$ cat src/rtl/alu_system_pkg.sv
// Shared encodings for the ALUSystem control sequencer: opcodes, state codes, ALU/mux/funsel codes.
// Also holds the control bundle struct and small helpers.
package alu_system_pkg;

    typedef enum logic [2:0] {
        ST_FETCH_L = 3'd0,
        ST_FETCH_H = 3'd1,
        ST_EXEC0   = 3'd2,
        ST_EXEC1   = 3'd3,
        ST_HALT    = 3'd4
    } state_t;

    localparam logic [3:0] OP_LDI = 4'h0;
    localparam logic [3:0] OP_LD  = 4'h1;
    localparam logic [3:0] OP_ST  = 4'h2;
    localparam logic [3:0] OP_ADD = 4'h3;
    localparam logic [3:0] OP_SUB = 4'h4;
    localparam logic [3:0] OP_AND = 4'h5;
    localparam logic [3:0] OP_OR  = 4'h6;
    localparam logic [3:0] OP_XOR = 4'h7;
    localparam logic [3:0] OP_MOV = 4'h8;
    localparam logic [3:0] OP_JMP = 4'h9;
    localparam logic [3:0] OP_BZ  = 4'hA;
    localparam logic [3:0] OP_INC = 4'hB;
    localparam logic [3:0] OP_DEC = 4'hC;
    localparam logic [3:0] OP_BNZ = 4'hD;
    localparam logic [3:0] OP_NOP = 4'hE;
    localparam logic [3:0] OP_HLT = 4'hF;

    localparam logic [3:0] ALU_PASS_A = 4'b0000;
    localparam logic [3:0] ALU_MOV    = 4'b0001;
    localparam logic [3:0] ALU_ADD    = 4'b0100;
    localparam logic [3:0] ALU_SUB    = 4'b0101;
    localparam logic [3:0] ALU_AND    = 4'b0111;
    localparam logic [3:0] ALU_OR     = 4'b1000;
    localparam logic [3:0] ALU_XOR    = 4'b1010;

    localparam logic [1:0] FUN_CLR  = 2'b00;
    localparam logic [1:0] FUN_LOAD = 2'b01;
    localparam logic [1:0] FUN_DEC  = 2'b10;
    localparam logic [1:0] FUN_INC  = 2'b11;

    localparam logic [1:0] MUX_ALU = 2'b00;
    localparam logic [1:0] MUX_MEM = 2'b01;
    localparam logic [1:0] MUX_IMM = 2'b10;

    localparam logic [1:0] ARF_SEL_AR = 2'b00;
    localparam logic [1:0] ARF_SEL_PC = 2'b11;

    localparam logic [3:0] EN_NONE   = 4'b0000;
    localparam logic [3:0] EN_ALL    = 4'b1111;
    localparam logic [3:0] ARF_EN_AR = 4'b1000;
    localparam logic [3:0] ARF_EN_PC = 4'b0001;

    typedef struct packed {
        logic [1:0] arf_outa_sel;
        logic [1:0] arf_outb_sel;
        logic [1:0] arf_fun_sel;
        logic [3:0] arf_rsel;
        logic [1:0] rf_fun_sel;
        logic [3:0] rf_rsel;
        logic [3:0] rf_tsel;
        logic [2:0] rf_outa_sel;
        logic [2:0] rf_outb_sel;
        logic [3:0] alu_fun_sel;
        logic       mem_wr;
        logic       mem_cs;
        logic       ir_enable;
        logic       ir_lh;
        logic [1:0] ir_fun_sel;
        logic [1:0] mux_a_sel;
        logic [1:0] mux_b_sel;
        logic       mux_c_sel;
    } ctrl_t;

    function automatic ctrl_t ctrl_idle();
        ctrl_t c;
        c        = '0;
        c.mem_cs = 1'b1;
        return c;
    endfunction

    function automatic logic [3:0] rf_onehot(input logic [1:0] r);
        return 4'b1000 >> r;
    endfunction

    function automatic logic [2:0] rf_read_sel(input logic [1:0] r);
        return {1'b1, r};
    endfunction

    function automatic logic [3:0] alu_code(input logic [3:0] op);
        logic [3:0] f;
        case (op)
            OP_ADD:  f = ALU_ADD;
            OP_SUB:  f = ALU_SUB;
            OP_AND:  f = ALU_AND;
            OP_OR:   f = ALU_OR;
            OP_XOR:  f = ALU_XOR;
            default: f = ALU_MOV;
        endcase
        return f;
    endfunction

endpackage

$ cat src/rtl/alu_system_ctrl_if.sv
// Control/status bundle between the sequencer (master) and ALUSystem (slave).
interface alu_system_ctrl_if;
    logic [15:0] IROut;
    logic [3:0]  ALUOutFlag;
    logic [1:0]  ARF_OutASel;
    logic [1:0]  ARF_OutBSel;
    logic [1:0]  ARF_FunSel;
    logic [1:0]  RF_FunSel;
    logic [1:0]  IR_Funsel;
    logic [3:0]  ARF_RSel;
    logic [3:0]  RF_RSel;
    logic [3:0]  RF_TSel;
    logic [2:0]  RF_OutASel;
    logic [2:0]  RF_OutBSel;
    logic [3:0]  ALU_FunSel;
    logic        Mem_WR;
    logic        Mem_CS;
    logic        IR_Enable;
    logic        IR_LH;
    logic [1:0]  MuxASel;
    logic [1:0]  MuxBSel;
    logic        MuxCSel;
    logic [3:0]  Flags;
    logic [2:0]  State;
    logic        Halted;

    modport master (
        input  IROut, ALUOutFlag,
        output ARF_OutASel, ARF_OutBSel, ARF_FunSel, RF_FunSel, IR_Funsel,
               ARF_RSel, RF_RSel, RF_TSel, RF_OutASel, RF_OutBSel, ALU_FunSel,
               Mem_WR, Mem_CS, IR_Enable, IR_LH, MuxASel, MuxBSel, MuxCSel,
               Flags, State, Halted
    );

    modport slave (
        output IROut, ALUOutFlag,
        input  ARF_OutASel, ARF_OutBSel, ARF_FunSel, RF_FunSel, IR_Funsel,
               ARF_RSel, RF_RSel, RF_TSel, RF_OutASel, RF_OutBSel, ALU_FunSel,
               Mem_WR, Mem_CS, IR_Enable, IR_LH, MuxASel, MuxBSel, MuxCSel,
               Flags, State, Halted
    );
endinterface

$ cat src/rtl/ctrl_decode.sv
// Combinational decode of (state, opcode/regs, Z flag) into the control bundle and next state.
// Zero latency; no backpressure, every state advances unconditionally except HALT.
module ctrl_decode
    import alu_system_pkg::*;
#(
    parameter bit HALT_EN = 1'b1
) (
    input  state_t     i_state,
    input  logic [7:0] i_ir_hi,
    input  logic       i_flag_z,
    output ctrl_t      o_ctrl,
    output state_t     o_next_state,
    output logic       o_flag_we
);

    logic [3:0] w_op;
    logic [1:0] w_rd;
    logic [1:0] w_rs;
    logic       w_jump;

    assign w_op = i_ir_hi[7:4];
    assign w_rd = i_ir_hi[3:2];
    assign w_rs = i_ir_hi[1:0];

    always_comb begin
        o_ctrl       = ctrl_idle();
        o_next_state = ST_FETCH_L;
        o_flag_we    = 1'b0;
        w_jump       = 1'b0;
        case (i_state)
            ST_FETCH_L, ST_FETCH_H: begin
                o_ctrl.arf_outb_sel = ARF_SEL_PC;
                o_ctrl.mem_cs       = 1'b0;
                o_ctrl.ir_enable    = 1'b1;
                o_ctrl.ir_fun_sel   = FUN_LOAD;
                o_ctrl.ir_lh        = (i_state == ST_FETCH_H);
                o_ctrl.arf_rsel     = ARF_EN_PC;
                o_ctrl.arf_fun_sel  = FUN_INC;
                o_next_state        = (i_state == ST_FETCH_H) ? ST_EXEC0 : ST_FETCH_H;
            end
            ST_EXEC0: begin
                case (w_op)
                    OP_LDI: begin
                        o_ctrl.mux_a_sel  = MUX_IMM;
                        o_ctrl.rf_fun_sel = FUN_LOAD;
                        o_ctrl.rf_rsel    = rf_onehot(w_rd);
                    end
                    OP_LD, OP_ST: begin
                        o_ctrl.mux_b_sel   = MUX_IMM;
                        o_ctrl.arf_fun_sel = FUN_LOAD;
                        o_ctrl.arf_rsel    = ARF_EN_AR;
                        o_next_state       = ST_EXEC1;
                    end
                    OP_ADD, OP_SUB, OP_AND, OP_OR, OP_XOR, OP_MOV: begin
                        o_ctrl.rf_outa_sel = rf_read_sel(w_rd);
                        o_ctrl.rf_outb_sel = rf_read_sel(w_rs);
                        o_ctrl.mux_c_sel   = 1'b0;
                        o_ctrl.alu_fun_sel = alu_code(w_op);
                        o_ctrl.mux_a_sel   = MUX_ALU;
                        o_ctrl.rf_fun_sel  = FUN_LOAD;
                        o_ctrl.rf_rsel     = rf_onehot(w_rd);
                        o_flag_we          = 1'b1;
                    end
                    OP_JMP: w_jump = 1'b1;
                    OP_BZ:  w_jump = i_flag_z;
                    OP_BNZ: w_jump = ~i_flag_z;
                    OP_INC, OP_DEC: begin
                        o_ctrl.rf_fun_sel = (w_op == OP_INC) ? FUN_INC : FUN_DEC;
                        o_ctrl.rf_rsel    = rf_onehot(w_rd);
                    end
                    OP_HLT: begin
                        if (HALT_EN) o_next_state = ST_HALT;
                    end
                    default: ;
                endcase
                // Jump target loads PC after the FETCH_H increment, so it wins.
                if (w_jump) begin
                    o_ctrl.mux_b_sel   = MUX_IMM;
                    o_ctrl.arf_fun_sel = FUN_LOAD;
                    o_ctrl.arf_rsel    = ARF_EN_PC;
                end
            end
            ST_EXEC1: begin
                o_ctrl.arf_outb_sel = ARF_SEL_AR;
                o_ctrl.mem_cs       = 1'b0;
                if (w_op == OP_LD) begin
                    o_ctrl.mux_a_sel  = MUX_MEM;
                    o_ctrl.rf_fun_sel = FUN_LOAD;
                    o_ctrl.rf_rsel    = rf_onehot(w_rd);
                end else begin
                    o_ctrl.rf_outa_sel = rf_read_sel(w_rd);
                    o_ctrl.mux_c_sel   = 1'b0;
                    o_ctrl.alu_fun_sel = ALU_PASS_A;
                    o_ctrl.mem_wr      = 1'b1;
                end
            end
            ST_HALT: o_next_state = ST_HALT;
            default: ;
        endcase
    end

endmodule

$ cat src/rtl/alu_system_ctrl.sv
// Fetch/decode/execute sequencer for ALUSystem: 3-cycle ops, 4-cycle LD/ST, latched ALU flags.
// No backpressure; synchronous Reset overrides all outputs with clear commands.
module alu_system_ctrl
    import alu_system_pkg::*;
#(
    parameter bit HALT_EN = 1'b1
) (
    input  logic               Clock,
    input  logic               Reset,
    alu_system_ctrl_if.master  bus
);

    state_t     r_state;
    logic [3:0] r_flags;
    ctrl_t      w_dec;
    ctrl_t      w_ctrl;
    state_t     w_next_state;
    logic       w_flag_we;

    ctrl_decode #(.HALT_EN(HALT_EN)) u_decode (
        .i_state      (r_state),
        .i_ir_hi      (bus.IROut[15:8]),
        .i_flag_z     (r_flags[3]),
        .o_ctrl       (w_dec),
        .o_next_state (w_next_state),
        .o_flag_we    (w_flag_we)
    );

    always_ff @(posedge Clock) begin
        if (Reset) begin
            r_state <= ST_FETCH_L;
            r_flags <= 4'b0000;
        end else begin
            r_state <= w_next_state;
            if (w_flag_we) r_flags <= bus.ALUOutFlag;
        end
    end

    // Reset drives clear commands and suppresses any in-flight load or memory write.
    always_comb begin
        w_ctrl = w_dec;
        if (Reset) begin
            w_ctrl           = ctrl_idle();
            w_ctrl.arf_rsel  = EN_ALL;
            w_ctrl.rf_rsel   = EN_ALL;
            w_ctrl.rf_tsel   = EN_ALL;
            w_ctrl.ir_enable = 1'b1;
        end
    end

    assign bus.ARF_OutASel = w_ctrl.arf_outa_sel;
    assign bus.ARF_OutBSel = w_ctrl.arf_outb_sel;
    assign bus.ARF_FunSel  = w_ctrl.arf_fun_sel;
    assign bus.ARF_RSel    = w_ctrl.arf_rsel;
    assign bus.RF_FunSel   = w_ctrl.rf_fun_sel;
    assign bus.RF_RSel     = w_ctrl.rf_rsel;
    assign bus.RF_TSel     = w_ctrl.rf_tsel;
    assign bus.RF_OutASel  = w_ctrl.rf_outa_sel;
    assign bus.RF_OutBSel  = w_ctrl.rf_outb_sel;
    assign bus.ALU_FunSel  = w_ctrl.alu_fun_sel;
    assign bus.Mem_WR      = w_ctrl.mem_wr;
    assign bus.Mem_CS      = w_ctrl.mem_cs;
    assign bus.IR_Enable   = w_ctrl.ir_enable;
    assign bus.IR_LH       = w_ctrl.ir_lh;
    assign bus.IR_Funsel   = w_ctrl.ir_fun_sel;
    assign bus.MuxASel     = w_ctrl.mux_a_sel;
    assign bus.MuxBSel     = w_ctrl.mux_b_sel;
    assign bus.MuxCSel     = w_ctrl.mux_c_sel;
    assign bus.Flags       = r_flags;
    assign bus.State       = r_state;
    assign bus.Halted      = (r_state == ST_HALT) && !Reset;

endmodule

$ cat src/flat_wrapper.sv
// flat-port wrapper written by rule: the top's interface ports become plain ports
module alu_system_ctrl_flat import alu_system_pkg::*;
#(
    parameter bit HALT_EN = 1'b1
)
  (Clock, Reset, bus_IROut, bus_ALUOutFlag, bus_ARF_OutASel, bus_ARF_OutBSel, bus_ARF_FunSel, bus_RF_FunSel, bus_IR_Funsel, bus_ARF_RSel, bus_RF_RSel, bus_RF_TSel, bus_RF_OutASel, bus_RF_OutBSel, bus_ALU_FunSel, bus_Mem_WR, bus_Mem_CS, bus_IR_Enable, bus_IR_LH, bus_MuxASel, bus_MuxBSel, bus_MuxCSel, bus_Flags, bus_State, bus_Halted);
  alu_system_ctrl_if bus_i ();
  input  logic Clock;
  input  logic Reset;
  input wire logic [$bits(bus_i.IROut)-1:0] bus_IROut;
  input wire logic [$bits(bus_i.ALUOutFlag)-1:0] bus_ALUOutFlag;
  output wire logic [$bits(bus_i.ARF_OutASel)-1:0] bus_ARF_OutASel;
  output wire logic [$bits(bus_i.ARF_OutBSel)-1:0] bus_ARF_OutBSel;
  output wire logic [$bits(bus_i.ARF_FunSel)-1:0] bus_ARF_FunSel;
  output wire logic [$bits(bus_i.RF_FunSel)-1:0] bus_RF_FunSel;
  output wire logic [$bits(bus_i.IR_Funsel)-1:0] bus_IR_Funsel;
  output wire logic [$bits(bus_i.ARF_RSel)-1:0] bus_ARF_RSel;
  output wire logic [$bits(bus_i.RF_RSel)-1:0] bus_RF_RSel;
  output wire logic [$bits(bus_i.RF_TSel)-1:0] bus_RF_TSel;
  output wire logic [$bits(bus_i.RF_OutASel)-1:0] bus_RF_OutASel;
  output wire logic [$bits(bus_i.RF_OutBSel)-1:0] bus_RF_OutBSel;
  output wire logic [$bits(bus_i.ALU_FunSel)-1:0] bus_ALU_FunSel;
  output wire logic [$bits(bus_i.Mem_WR)-1:0] bus_Mem_WR;
  output wire logic [$bits(bus_i.Mem_CS)-1:0] bus_Mem_CS;
  output wire logic [$bits(bus_i.IR_Enable)-1:0] bus_IR_Enable;
  output wire logic [$bits(bus_i.IR_LH)-1:0] bus_IR_LH;
  output wire logic [$bits(bus_i.MuxASel)-1:0] bus_MuxASel;
  output wire logic [$bits(bus_i.MuxBSel)-1:0] bus_MuxBSel;
  output wire logic [$bits(bus_i.MuxCSel)-1:0] bus_MuxCSel;
  output wire logic [$bits(bus_i.Flags)-1:0] bus_Flags;
  output wire logic [$bits(bus_i.State)-1:0] bus_State;
  output wire logic [$bits(bus_i.Halted)-1:0] bus_Halted;
  assign bus_i.IROut = bus_IROut;
  assign bus_i.ALUOutFlag = bus_ALUOutFlag;
  assign bus_ARF_OutASel = bus_i.ARF_OutASel;
  assign bus_ARF_OutBSel = bus_i.ARF_OutBSel;
  assign bus_ARF_FunSel = bus_i.ARF_FunSel;
  assign bus_RF_FunSel = bus_i.RF_FunSel;
  assign bus_IR_Funsel = bus_i.IR_Funsel;
  assign bus_ARF_RSel = bus_i.ARF_RSel;
  assign bus_RF_RSel = bus_i.RF_RSel;
  assign bus_RF_TSel = bus_i.RF_TSel;
  assign bus_RF_OutASel = bus_i.RF_OutASel;
  assign bus_RF_OutBSel = bus_i.RF_OutBSel;
  assign bus_ALU_FunSel = bus_i.ALU_FunSel;
  assign bus_Mem_WR = bus_i.Mem_WR;
  assign bus_Mem_CS = bus_i.Mem_CS;
  assign bus_IR_Enable = bus_i.IR_Enable;
  assign bus_IR_LH = bus_i.IR_LH;
  assign bus_MuxASel = bus_i.MuxASel;
  assign bus_MuxBSel = bus_i.MuxBSel;
  assign bus_MuxCSel = bus_i.MuxCSel;
  assign bus_Flags = bus_i.Flags;
  assign bus_State = bus_i.State;
  assign bus_Halted = bus_i.Halted;
  alu_system_ctrl #(.HALT_EN(HALT_EN)) u_core (.Clock(Clock), .Reset(Reset), .bus(bus_i));
endmodule
$ cat config.mk
export PLATFORM = sky130hd
export DESIGN_NAME = alu_system_ctrl_flat
export DESIGN_NICKNAME = d
export VERILOG_FILES = /design/src/rtl/alu_system_pkg.sv /design/src/rtl/alu_system_ctrl_if.sv /design/src/rtl/ctrl_decode.sv /design/src/rtl/alu_system_ctrl.sv /design/src/flat_wrapper.sv
export SDC_FILE = /design/constraint.sdc
export NUM_CORES = 1
export LEC_CHECK = 0
export ABC_AREA = 1
export CAP_MARGIN = 30
export CORE_UTILIZATION = 38
export DETAILED_ROUTE_END_ITERATION = 8
export MAX_ROUTING_LAYER = met4
export PLACE_DENSITY = 0.81
export SLEW_MARGIN = 15
export SYNTH_ARGS = -nofsm -noshare
export SYNTH_HDL_FRONTEND = slang
export SYNTH_HIERARCHICAL = 1
export SYNTH_SLANG_ARGS = --single-unit
$ cat constraint.sdc
create_clock -name Clock -period 1.7 [get_ports Clock]
set_input_delay 0.34 -clock Clock [delete_from_list [all_inputs] [get_ports Clock]]
set_output_delay 0.34 -clock Clock [all_outputs]
set_load 0.05 [all_outputs]
==> results.sh <==
export IMPL_cp_data_required_time_ns=1.36
export IMPL_htree_levels=1
export IMPL_synth_compound_area_share_pct=4.497
export IMPL_ir_drop_v=0.0004453
export IMPL_pin_count_of_the_biggest_net_entering_global_routing=21
export IMPL_power_density_cell_area_nw_per_um2=435.9
export IMPL_cts_reportedPaths_clkPinSlew_ns=0.06
export IMPL_power_switching_mw=0.5482
export IMPL_dieArea_sq_um=3301
export IMPL_drv_max_cap_violation_count=0
export IMPL_syn_mean_instance_area_sq_um=5.037
export IMPL_setup_tns_ns=-3.524
export IMPL_postLayoutCoreUtil_pct=90.98
export IMPL_worst_setup_sp_type="input port"
export IMPL_io_pin_count=71
export IMPL_synth_adder_area_share_pct=0
export IMPL_cts_sinks=7
export IMPL_worstHoldPathType="reg2reg"
export IMPL_detail_route_first_pass_iterations=6
export IMPL_layout_drive_gt1_share_pct=52.26
export IMPL_wirelength_um=5180
export IMPL_violations="DRC, setup timing"
export IMPL_grt_pass1_wl_um=7376
export IMPL_diodes=0
export IMPL_min_period_over_period_pct=115.6
export IMPL_cts_inserted_buffers=3
export IMPL_reg_power_share_pct=16.2
export IMPL_total_congestion_overflow_after_global_routing=0
export IMPL_maxSlewViolCount=0
export IMPL_yosys_area_share_xor_xnor_pct=0
export IMPL_die_x_um=57.46
export IMPL_dominant_combinational_cell_family_by_area_after_synthesis="simple AND/OR/NAND/NOR gates"
export IMPL_syn_to_final_growth_pct=120.2
export IMPL_ys_warn_count=6
export IMPL_start_util_pct=41.31
export IMPL_postSynthRegisterBits=7
export IMPL_dpl_cell_count=327
export IMPL_report_final_setup_viol=27
export IMPL_routed_via_count=1758
export IMPL_power_switching_fraction_pct=48.86
export IMPL_p_int_mw=0.5738
export IMPL_syn_cell_area_sq_um=1169
export IMPL_worstHoldPathCells=2
export IMPL_yosysTopAreaCellShare_pct=17.02
export IMPL_coreArea_sq_um=2829
export IMPL_timing_clock_skew_ns=0.004109
export IMPL_route_detailed_vias_per_inst=5.155
export IMPL_drc=2
export IMPL_layout_min_cycle_time_ns=1.966
export IMPL_chipHeight_um=57.46
export IMPL_slew_headroom_pct=40.77
export IMPL_ff2ff_path_depth=9
export IMPL_setup_repair_after_global_routing_missed_its_margin="true"
export IMPL_power_frac_clock_pct=14.7
export IMPL_end_kind="output pin"
export IMPL_cts_root_buf="clkbuf_4"
export IMPL_insertion_delay_of_the_later_clocked_pin_in_the_worst_skew_pair_ns=0.26
export IMPL_synth_lib_cells_used_distinct=23
export IMPL_globalplace_congestion=0.9171
export IMPL_mostFrequentLayoutCells="44 x nand2_1, 42 x inv_1, 39 x buf_12"
export IMPL_synthTopCellsByArea="inv_1 17%, nand2_1 17%, nor2_1 16%"
export IMPL_vias_in_the_first_global_route=1658
export IMPL_place_port_buffers=57
export IMPL_post_synth_inst_count=232
export IMPL_setup_slack_ns=-0.2658
export IMPL_post_drt_wl_per_cell_um=15.19
export IMPL_row_count=19
export IMPL_synthSimpleGateAreaFrac_pct=51.28
export IMPL_dr_first_iter_drc_count=80
export IMPL_finalHoldWorstSlack_ns=0.5059
export IMPL_final_antenna_net_count=0
export IMPL_place_detailed_hpwl_um=2841
export IMPL_clock_tree_from_tritoncts="done"
export IMPL_cts_hold_buf=0
export IMPL_final_nets=333
export IMPL_power_combinational_fraction_pct=69.2
export IMPL_critical_path_max_fanout=4
export IMPL_grt_total_usage_pct=29.72
export IMPL_setup_worst_path_class="in2out"
export IMPL_grt_antenna_before_repair=0
export IMPL_status="complete, but fails checks"
export IMPL_max_clock_path_buffers=2
export IMPL_finalNonFillerCells=341
export IMPL_final_hold_violation_count=0
export IMPL_yosys_area_top_type="inv_1"
export IMPL_arrival_ns=1.63
export IMPL_yosysSeqAreaShare_pct=11.99
export IMPL_tightestPinTransition_ns=0.8851
export IMPL_power_static_leakage_nw=1.287
export IMPL_mostFrequentLayoutCell="nand2_1"
export IMPL_dpl_worst_slack_ns=-0.5635
export IMPL_timing_fmax_ghz=0.5087
export IMPL_post_synth_mux_area_share_pct=0
[routing by layer]
metal  GRT usage [%]  vias up  share of wire [%]
met5               -        -                  0
met4           14.98        0                6.7
met3           3.401       42                6.4
met2           57.81      113                 52
met1           28.24      806                 35
li1                -      797                  -
[cells by family (layout without fill, tap and decap cells)]
logic type / after synthesis / count (layout)
AND/OR/NAND/NOR: 136 / 136
other: 1 / 11
buffers and inverters: 79 / 147
flip-flops: 7 / 7
AO/OA/AOI/OAI: 9 / 9
[final cells by class]
class | instances | area [sq um]
sequential | 7 | 151.4
timing repair buffer | 85 | 1144
tap | 31 | 38.79
clock buffer | 4 | 26.28
inverter | 58 | 230.2
multi-input combinational | 156 | 983.4
fill | 113 | 255.2
[path summary, 6_finish.rpt]
path,from,slack [ns],endpoint
worst max register to register,u_core/bus.State[2],0.38,u_core/bus.Flags[3]
worst min-delay path,u_core/bus.Flags[0],0.51,u_core/bus.Flags[0]
worst max-delay path,bus_IROut[13],-0.27,bus_ARF_RSel[0]
worst min register to register,u_core/bus.Flags[0],0.51,u_core/bus.Flags[0]
[repair_timing]
item,CTS,global route
buffers inserted,9,1
pin swaps,27,13
setup endpoints to repair,27,29
resized for setup,60,21
[synthesized netlist by cell type]
master / number
o31ai_1: 1
buf_2: 3
inv_1: 53
inv_2: 5
or2_2: 5
o21ai_0: 1
nand2_2: 4
nand2_1: 52
nor2_1: 50
nor3_1: 1
nand3_2: 2
or2_1: 9
buf_6: 2
clkbuf_2: 1
a21oi_1: 5
nand3_1: 10
buf_4: 15
dfxtp_1: 7
conb_1: 1
nor3_4: 1
nor2_2: 1
o211ai_1: 2
nor4_1: 1
[flip-flops by register name, indices dropped and copies added, names as in the netlist]
register / count
u_core/bus.Flags: 4
u_core/bus.State: 3
[power groups by stage]
stage                     Combinational (mW)  Clock (mW)  Sequential, mW
after floorplan                        0.389           0           0.210
after global routing                   0.808       0.173           0.183
after detailed placement               0.676           0           0.184
after global placement                 0.666           0           0.184
after CTS                              0.722       0.159           0.181
final                                  0.776       0.164           0.181
[stage by stage]
stage                     power, mW  area [sq um]
after floorplan              0.5993          1335
after global placement       0.8496          2297
after detailed placement     0.8605          2297
after CTS                     1.062          2496
after global routing          1.164          2574
final                         1.122          2574
[critical path, stage by stage]
cell	delay, ns
buf_2	0.15
nand2_2	0.09
buf_4	0.14
nand2_1	0.11
nor2_4	0.06
o211ai_1	0.19
nand2_1	0.12
or2_4	0.26
buf_12	0.15
No activity file was read; power rests on OpenSTA's default activity.
